==> src/rtl/hazard_pkg.sv <==
// Shared types and constants for the pipeline hazard unit.
package hazard_pkg;

  typedef logic [3:0] reg_idx_t;

  localparam reg_idx_t NO_REG = 4'hF;

  typedef enum logic {
    RUN    = 1'b0,
    FREEZE = 1'b1
  } state_e;

  // True when the ID instruction reads a register the load in EX has not produced yet.
  function automatic logic load_use_hit(
    input logic     ex_mem_read,
    input logic     ex_reg_write,
    input reg_idx_t ex_rd,
    input logic     uses_rx,
    input reg_idx_t rx,
    input logic     uses_ry,
    input reg_idx_t ry
  );
    return ex_mem_read && ex_reg_write && (ex_rd != NO_REG) &&
           ((uses_rx && (rx == ex_rd)) || (uses_ry && (ry == ex_rd)));
  endfunction

endpackage

==> src/rtl/hazard_unit_if.sv <==
// Pipeline-side signal bundle of the hazard unit; master is the pipeline, slave the hazard unit.
interface hazard_unit_if;
  import hazard_pkg::*;

  reg_idx_t    idRx;
  reg_idx_t    idRy;
  logic        idUsesRx;
  logic        idUsesRy;
  reg_idx_t    exRd;
  logic        exRegWrite;
  logic        exMemRead;
  logic        exBranchTaken;
  logic        memRamAccess;
  logic        counterClear;

  logic        pcWrite;
  logic        ifIdWrite;
  logic        idExWrite;
  logic        exMemWrite;
  logic        ifIdFlush;
  logic        idExFlush;
  logic [15:0] stallCount;
  logic [15:0] flushCount;

  modport master (
    output idRx, idRy, idUsesRx, idUsesRy, exRd, exRegWrite, exMemRead,
           exBranchTaken, memRamAccess, counterClear,
    input  pcWrite, ifIdWrite, idExWrite, exMemWrite, ifIdFlush, idExFlush,
           stallCount, flushCount
  );

  modport slave (
    input  idRx, idRy, idUsesRx, idUsesRy, exRd, exRegWrite, exMemRead,
           exBranchTaken, memRamAccess, counterClear,
    output pcWrite, ifIdWrite, idExWrite, exMemWrite, ifIdFlush, idExFlush,
           stallCount, flushCount
  );

endinterface

==> src/rtl/sat_counter16.sv <==
// 16-bit event counter with synchronous clear (dominant) and saturation at all-ones.
module sat_counter16 (
  input  logic        clk,
  input  logic        rst_n,
  input  logic        clr,
  input  logic        inc,
  output logic [15:0] count
);

  logic [15:0] count_q;
  logic [15:0] count_d;

  always_comb begin
    count_d = count_q;
    if (clr) begin
      count_d = '0;
    end else if (inc && (count_q != 16'hFFFF)) begin
      count_d = count_q + 16'd1;
    end
  end

  always_ff @(posedge clk or negedge rst_n) begin
    if (!rst_n) begin
      count_q <= '0;
    end else begin
      count_q <= count_d;
    end
  end

  assign count = count_q;

endmodule

==> src/rtl/hazard_unit.sv <==
// Stall/flush/freeze control for a pipeline whose data RAM is shared with instruction fetch.
module hazard_unit
  import hazard_pkg::*;
#(
  parameter int unsigned MEM_WAIT = 2
) (
  input logic          CLK,
  input logic          RST,
  hazard_unit_if.slave hz
);

  state_e     state_q;
  state_e     state_d;
  logic [3:0] wait_q;
  logic [3:0] wait_d;

  logic pc_write;
  logic if_id_write;
  logic id_ex_write;
  logic ex_mem_write;
  logic if_id_flush;
  logic id_ex_flush;
  logic branch_flush;
  logic load_use;

  assign load_use = load_use_hit(hz.exMemRead, hz.exRegWrite, hz.exRd,
                                 hz.idUsesRx, hz.idRx, hz.idUsesRy, hz.idRy);

  always_comb begin
    state_d      = state_q;
    wait_d       = wait_q;
    pc_write     = 1'b1;
    if_id_write  = 1'b1;
    id_ex_write  = 1'b1;
    ex_mem_write = 1'b1;
    if_id_flush  = 1'b0;
    id_ex_flush  = 1'b0;
    branch_flush = 1'b0;

    case (state_q)
      RUN: begin
        if (hz.memRamAccess) begin
          pc_write     = 1'b0;
          if_id_write  = 1'b0;
          id_ex_write  = 1'b0;
          ex_mem_write = 1'b0;
          // The entry cycle is itself the first freeze cycle; a one-cycle wait never leaves RUN.
          if (MEM_WAIT > 1) begin
            state_d = FREEZE;
            wait_d  = 4'(MEM_WAIT - 1);
          end
        end else if (hz.exBranchTaken) begin
          if_id_flush  = 1'b1;
          id_ex_flush  = 1'b1;
          branch_flush = 1'b1;
        end else if (load_use) begin
          pc_write    = 1'b0;
          if_id_write = 1'b0;
          id_ex_flush = 1'b1;
        end
      end

      FREEZE: begin
        pc_write     = 1'b0;
        if_id_write  = 1'b0;
        id_ex_write  = 1'b0;
        ex_mem_write = 1'b0;
        if (wait_q <= 4'd1) begin
          state_d = RUN;
          wait_d  = '0;
        end else begin
          wait_d = wait_q - 4'd1;
        end
      end

      default: begin
        state_d = RUN;
        wait_d  = '0;
      end
    endcase
  end

  always_ff @(posedge CLK or negedge RST) begin
    if (!RST) begin
      state_q <= RUN;
      wait_q  <= '0;
    end else begin
      state_q <= state_d;
      wait_q  <= wait_d;
    end
  end

  assign hz.pcWrite    = pc_write;
  assign hz.ifIdWrite  = if_id_write;
  assign hz.idExWrite  = id_ex_write;
  assign hz.exMemWrite = ex_mem_write;
  assign hz.ifIdFlush  = if_id_flush;
  assign hz.idExFlush  = id_ex_flush;

  sat_counter16 u_stall_cnt (
    .clk   (CLK),
    .rst_n (RST),
    .clr   (hz.counterClear),
    .inc   (!pc_write),
    .count (hz.stallCount)
  );

  sat_counter16 u_flush_cnt (
    .clk   (CLK),
    .rst_n (RST),
    .clr   (hz.counterClear),
    .inc   (branch_flush),
    .count (hz.flushCount)
  );

endmodule

==> src/flat_wrapper.sv <==
// flat-port wrapper written by rule: the top's interface ports become plain ports
module hazard_unit_flat import hazard_pkg::*;
#(
  parameter int unsigned MEM_WAIT = 2
)
  (CLK, RST, hz_idRx, hz_idRy, hz_idUsesRx, hz_idUsesRy, hz_exRd, hz_exRegWrite, hz_exMemRead, hz_exBranchTaken, hz_memRamAccess, hz_counterClear, hz_pcWrite, hz_ifIdWrite, hz_idExWrite, hz_exMemWrite, hz_ifIdFlush, hz_idExFlush, hz_stallCount, hz_flushCount);
  hazard_unit_if hz_i ();
  input logic CLK;
  input logic RST;
  input wire logic [$bits(hz_i.idRx)-1:0] hz_idRx;
  input wire logic [$bits(hz_i.idRy)-1:0] hz_idRy;
  input wire logic [$bits(hz_i.idUsesRx)-1:0] hz_idUsesRx;
  input wire logic [$bits(hz_i.idUsesRy)-1:0] hz_idUsesRy;
  input wire logic [$bits(hz_i.exRd)-1:0] hz_exRd;
  input wire logic [$bits(hz_i.exRegWrite)-1:0] hz_exRegWrite;
  input wire logic [$bits(hz_i.exMemRead)-1:0] hz_exMemRead;
  input wire logic [$bits(hz_i.exBranchTaken)-1:0] hz_exBranchTaken;
  input wire logic [$bits(hz_i.memRamAccess)-1:0] hz_memRamAccess;
  input wire logic [$bits(hz_i.counterClear)-1:0] hz_counterClear;
  output wire logic [$bits(hz_i.pcWrite)-1:0] hz_pcWrite;
  output wire logic [$bits(hz_i.ifIdWrite)-1:0] hz_ifIdWrite;
  output wire logic [$bits(hz_i.idExWrite)-1:0] hz_idExWrite;
  output wire logic [$bits(hz_i.exMemWrite)-1:0] hz_exMemWrite;
  output wire logic [$bits(hz_i.ifIdFlush)-1:0] hz_ifIdFlush;
  output wire logic [$bits(hz_i.idExFlush)-1:0] hz_idExFlush;
  output wire logic [$bits(hz_i.stallCount)-1:0] hz_stallCount;
  output wire logic [$bits(hz_i.flushCount)-1:0] hz_flushCount;
  assign hz_i.idRx = hz_idRx;
  assign hz_i.idRy = hz_idRy;
  assign hz_i.idUsesRx = hz_idUsesRx;
  assign hz_i.idUsesRy = hz_idUsesRy;
  assign hz_i.exRd = hz_exRd;
  assign hz_i.exRegWrite = hz_exRegWrite;
  assign hz_i.exMemRead = hz_exMemRead;
  assign hz_i.exBranchTaken = hz_exBranchTaken;
  assign hz_i.memRamAccess = hz_memRamAccess;
  assign hz_i.counterClear = hz_counterClear;
  assign hz_pcWrite = hz_i.pcWrite;
  assign hz_ifIdWrite = hz_i.ifIdWrite;
  assign hz_idExWrite = hz_i.idExWrite;
  assign hz_exMemWrite = hz_i.exMemWrite;
  assign hz_ifIdFlush = hz_i.ifIdFlush;
  assign hz_idExFlush = hz_i.idExFlush;
  assign hz_stallCount = hz_i.stallCount;
  assign hz_flushCount = hz_i.flushCount;
  hazard_unit #(.MEM_WAIT(MEM_WAIT)) u_core (.CLK(CLK), .RST(RST), .hz(hz_i));
endmodule
==> config.mk <==
export PLATFORM = sky130hd
export DESIGN_NAME = hazard_unit_flat
export DESIGN_NICKNAME = d
export VERILOG_FILES = /design/src/rtl/hazard_pkg.sv /design/src/rtl/hazard_unit_if.sv /design/src/rtl/sat_counter16.sv /design/src/rtl/hazard_unit.sv /design/src/flat_wrapper.sv
export SDC_FILE = /design/constraint.sdc
export NUM_CORES = 1
export LEC_CHECK = 0
export BUFFER_PORTS_ARGS = -buffer_cell sky130_fd_sc_hd__buf_2
export CAP_MARGIN = 10
export CORE_ASPECT_RATIO = 0.8
export CORE_MARGIN = 4
export CORE_UTILIZATION = 46
export DETAILED_ROUTE_END_ITERATION = 8
export GPL_ROUTABILITY_DRIVEN = 0
export PLACE_DENSITY = 0.77
export REMOVE_ABC_BUFFERS = 1
export SLEW_MARGIN = 20
export SYNTH_ARGS = -nofsm -noshare
export SYNTH_HDL_FRONTEND = slang
export SYNTH_SLANG_ARGS = --single-unit
export TNS_END_PERCENT = 20
==> constraint.sdc <==
create_clock -name CLK -period 2.5 [get_ports CLK]
set_input_delay 0.25 -clock CLK [delete_from_list [all_inputs] [get_ports CLK]]
set_output_delay 0.25 -clock CLK [all_outputs]
set_load 0.03 [all_outputs]
# --- Word-level counts from Yosys, hierarchy flattened ---
# Index checks and enable logic that the tools add are counted.
word_totals:
  reg_bits: 37
  in_bits: 21
  out_inout_bits: 38
  word_cells: 49
classes:
  n_addsub: 3
  magnitude_cmp: 1
  eq_ne: 6
  muxes: 23
  n_bitwise: 1
  n_reduce_logical: 11
op_table:
  columns: ["operator", "count"]
  rows:
  - ["16-bit 2-to-1 mux", 4]
  - ["16-bit by 1-bit adder with 16-bit output (second input constant)", 2]
  - ["16-bit != test (second input constant)", 2]
  - ["1-bit 2-to-1 mux", 13]
  - ["4-bit equality test", 2]
  - ["4-bit 2-to-1 mux", 2]
  - ["4-bit case mux with 2 select lines", 1]
  - ["1-bit logical AND", 7]
  - ["1-bit case mux with 2 select lines", 3]
  - ["4-bit by 1-bit <= comparator with 1-bit output (second input constant)", 1]
  - ["4-bit != test (second input constant)", 1]
  - ["2-bit nonzero test", 2]
  - ["4-bit by 1-bit subtractor with 4-bit output (second input constant)", 1]
  - ["2-bit != test (second input constant)", 1]
  - ["1-bit zero test", 1]
  - ["1-bit logical OR", 1]
  - ["1-bit NOT", 1]

# --- Longest topological paths before layout ---
depth:
  word_depth: 12
  mapped_depth: 9
  depth_no_buf: 8

# --- By module ---
# Synthesis repeated with hierarchy kept, for this count alone.
unflattened:
  cells_unflattened: 244
  area_unflattened_um2: 2282.2
modules_own_cells:
  columns: ["mod", "instances", "cells_per_inst", "area_each_um2", "seq_area_each_um2"]
  rows:
  - ["sat_counter16", 2, 98, 942.2, 400.4]
  - ["hazard_unit", 1, 48, 397.9, 125.1]

# --- Least setup slack after synthesis ---
# Ideal clock, no wire load.
synth_path:
  path_type: "register to register"
  startpoint: "reg u_core.u_stall_cnt.count_q[3] (netlist: u_core.u_stall_cnt.count[3])"
  endpoint: "reg u_core.u_stall_cnt.count_q[13] (netlist: u_core.u_stall_cnt.count[13])"
  setup_ps: 127
  t_arrival_ps: 1827
  setup_slack_ps: 546
  stages_incl_launch_ff: 7
  period_less_slack_ps: 1954
  path_cell_list: "dfrtp_1 and4_4 and3_4 nand3_4 nor3b_4 nand4_1 mux2_1"
synth_between:
  elab_chain_len: 3
synth_rtl:
  columns: ["element", "line", "rtl"]
  rows:
  - ["from (decl)", "sat_counter16.sv:10", "logic [15:0] count_q;"]
  - ["from (signal assigned)", "sat_counter16.sv:26", "count_q <= count_d;"]
  - ["16-bit by 1-bit adder with 16-bit output or 16-bit != test (tied branches)", "sat_counter16.sv:18, sat_counter16.sv:17", null]
  - ["16-bit 2-to-1 mux or 1-bit logical AND (tied branches)", "sat_counter16.sv:17", "end else if (inc && (count_q != 16'hFFFF)) begin"]
  - ["16-bit 2-to-1 mux or 2-bit nonzero test (tied branches)", null, null]
# Several ways; a longest one is shown, not always the timed one. The select of a mux whose other input is x is not followed.
# A chain may end at the register's enable or synchronous reset.

# --- Final worst setup path ---
layout_path:
  startpoint: "reg u_core.u_stall_cnt.count_q[0] (netlist: u_core.u_stall_cnt.count[0])"
  endpoint: "reg u_core.u_stall_cnt.count_q[8] (netlist: u_core.u_stall_cnt.count[8])"
# The elaborated chain is that of the path after synthesis.

==> flow_summary.json <==
{
  "grt_max_degree": 38,
  "syn_area_sq_um": 2190,
  "antenna_found_initial": 0,
  "critPathKind": "reg -> reg",
  "grt-ovfl-total": 0,
  "grt_pass1_wl_um": 7880,
  "ios": 59,
  "power_mw": 1.75,
  "syn_area_per_cell_sq_um": 9.80,
  "hp-class": "in -> async",
  "min_period_ns": 2.07,
  "n_antenna_cell": 0,
  "relSlewSlack_pct": 47.0,
  "final_cell_mix": "buf_2 (58), nor2_1 (37), dfrtp_1 (37)",
  "setup_viol": 0,
  "async_flop_share_pct": 100,
  "synth-edff-count": 0,
  "crit_arrival_ns": 2.25,
  "die-area_sq_um": 5930,
  "worst_pin_slew_ns": 0.795,
  "cts.htree.levels": 2,
  "drt_iter0_markers": 74,
  "holdBufCountCts": 0,
  "clkTransAtPathRegs_ns": 0.08,
  "yosys_most_used_dff": "dfrtp_1",
  "drt_pass1_iterations": 4,
  "worstPathMaxFanout": 8,
  "fp.dieH_um": 69.7,
  "dpl.hpwl_um": 3380,
  "ys_seq_elements": 37,
  "yosysUniqueCellTypes": 45,
  "initial_utilization_pct": 47.6,
  "critPathTopFamily": "simple AND/OR/NAND/NOR gates",
  "avgViaCountPerCell": 5.08,
  "ys_seq_area_share_pct": 42.4,
  "critPathLaunchType": "flop",
  "clock_skew_ns": 0.00742,
  "syn2layout_area_growth_pct": 20.7,
  "finish.utilization_pct": 57.4,
  "vias": 1741,
  "core_area_sq_um": 4600,
  "hold_viol_final": 0,
  "track_usage_pct": 16.4,
  "drt_wl_total_um": 4470,
  "ir_drop_uv": 362,
  "crit_chain": "ha_1 -> and2_1 -> nand3_1 -> o21ai_2 -> nor2_2 -> nand4_1 -> mux2_1",
  "drv_slew": 0,
  "die_w_um": 85.1,
  "power_leakage_nw": 1.24,
  "rsz0062_at_grt": "false",
  "cts_inserted_buffers": 5,
  "power_frac_clock_pct": 31.1,
  "drc": 0,
  "clk_latency_ns": 0.29,
  "p_int_mw": 1.15,
  "cts_max_path_buffers": 2,
  "switching_share_pct": 34.3,
  "critPathBufInv": 0,
  "place_ws_ns": 0.458,
  "detail-route-antenna-nets": 0,
  "setup_slack_ns": 0.430,
  "fin_setup_tns_ns": 0,
  "cts_setup_buffers": 0,
  "final_layout_size_suffix_gt1_share_pct": 31.1,
  "fillers": 404,
  "cts_sinks": 37,
  "p_per_area_nw_per_um2": 664,
  "p_sw_uw": 600,
  "wl_per_cell_um": 13.0,
  "cp_slowest_stage_delay_ns": 0.44,
  "cts_tree": "done",
  "num_rows": 22,
  "p_seq_share_pct": 41.1,
  "layout_commonest_cell": "buf_2",
  "end_kind": "flop",
  "ctsResizeCount": 0,
  "drv_cap": 0,
  "worstPathRequired_ns": 2.68,
  "critical-path-slowest-cell": "dfrtp_1",
  "placement.io_buffers": 58,
  "p_comb_share_pct": 27.8,
  "nets": 307,
  "grt_pass1_vias": 1759,
  "syn_inst": 223,
  "root_buffer": "clkbuf_8",
  "status": "finished, final reports clean",
  "fin_crit_sh_pct": 82.8,
  "fmax_ghz": 0.483,
  "yosysWarnings": 0
}
-- final cells by class --
class | count | area [sq um] | share of cell area [%]
sequential | 37 | 926 | 35.1
clock inverter | 2 | 37.5 | 1.42
inverter | 6 | 22.5 | 0.853
timing repair buffer | 61 | 313 | 11.9
tap | 60 | 75.1 | 2.84
clock buffer | 6 | 82.6 | 3.13
multi-input combinational | 171 | 1180 | 44.8
-- stage by stage --
step                instances  cell area [sq um]  hold WS [ns]
finish                    343               2640        0.0345
global route              343               2640         0.108
CTS                       343               2640        0.0699
floorplan                 214               2120       -0.0456
detailed placement        335               2520         0.396
global placement          335               2520         0.394
-- final timing paths --
| check | startpoint | to | slack (ns) | depth (start not counted) |
|---|---|---|---|---|
| max in group asynchronous | RST | u_core.u_stall_cnt.count[11] | 1.95 | 1 |
| worst min-delay path | RST | u_core.u_flush_cnt.count[5] | 0.03 | 1 |
| worst min register to register | u_core.wait_q[3] | u_core.wait_q[3] | 0.49 | 1 |
| worst max register to register | u_core.u_stall_cnt.count[0] | u_core.u_stall_cnt.count[8] | 0.43 | 7 |
| worst max-delay path | u_core.u_stall_cnt.count[0] | u_core.u_stall_cnt.count[8] | 0.43 | 7 |
| min in group CLK | hz_memRamAccess | u_core.state_q | 0.34 | 3 |
-- per-layer routing --
layer  part of all wire, %  GRT usage, %
met2                    45          26.5
met5                     0             0
met1                    47          20.7
met3                   7.2          4.99
met4                   1.3          5.62
-- cell usage after synthesis (2+ instances only) --
| master | number | share of area, % |
|---|---|---|
| dfrtp_1 | 37 | 42 |
| nor2_1 | 37 | 6.4 |
| xnor2_1 | 22 | 8.8 |
| nand2_1 | 14 | 2.4 |
| nand3_1 | 12 | 2.7 |
| nand4_1 | 10 | 2.9 |
| xor2_1 | 10 | 4.0 |
| nor3_1 | 7 | 1.6 |
| o21ai_0 | 7 | 1.6 |
| a21oi_1 | 6 | 1.4 |
| inv_1 | 6 | 1.0 |
| ha_1 | 4 | 2.3 |
| nand2b_1 | 4 | 1.1 |
| and2_1 | 3 | 0.86 |
| buf_4 | 3 | 1.0 |
| clkbuf_1 | 3 | 0.52 |
| mux2_1 | 3 | 1.5 |
| and3_1 | 2 | 0.57 |
| and4_4 | 2 | 1.0 |
| buf_6 | 2 | 1.0 |
| nor2b_1 | 2 | 0.57 |
| nor3_2 | 2 | 0.92 |
| nor4_4 | 2 | 1.9 |
| o21ai_2 | 2 | 0.80 |
-- registers in the layout (all words and copies together) (netlist names) --
signal and cells:
u_core.u_flush_cnt.count 16, u_core.u_stall_cnt.count 16, u_core.wait_q 4, u_core.state_q 1
-- power groups by stage --
stage	clock (mW)	sequential (mW)	combinational, mW
6_report	0.544	0.720	0.487
5_1_grt	0.586	0.729	0.545
4_1_cts	0.563	0.718	0.491
3_5_place_dp	0	0.729	0.490
3_3_place_gp	0	0.723	0.482
2_1_floorplan	0	0.754	0.305
-- cells by family (layout without fill, tap and decap cells) --
| logic type | after synthesis | count (layout) | share of synthesized area (%) |
|---|---|---|---|
| buffers and inverters | 15 | 75 | 3.83 |
| flip-flops | 37 | 37 | 42.4 |
| AO/OA/AOI/OAI | 20 | 20 | 5.72 |
| XOR/XNOR | 32 | 32 | 12.8 |
| AND/OR/NAND/NOR | 111 | 111 | 31.0 |
| multiplexers | 4 | 4 | 2.00 |
| adder cells (fa/ha/maj) | 4 | 4 | 2.29 |
No activity file was read; power rests on OpenSTA's default activity.
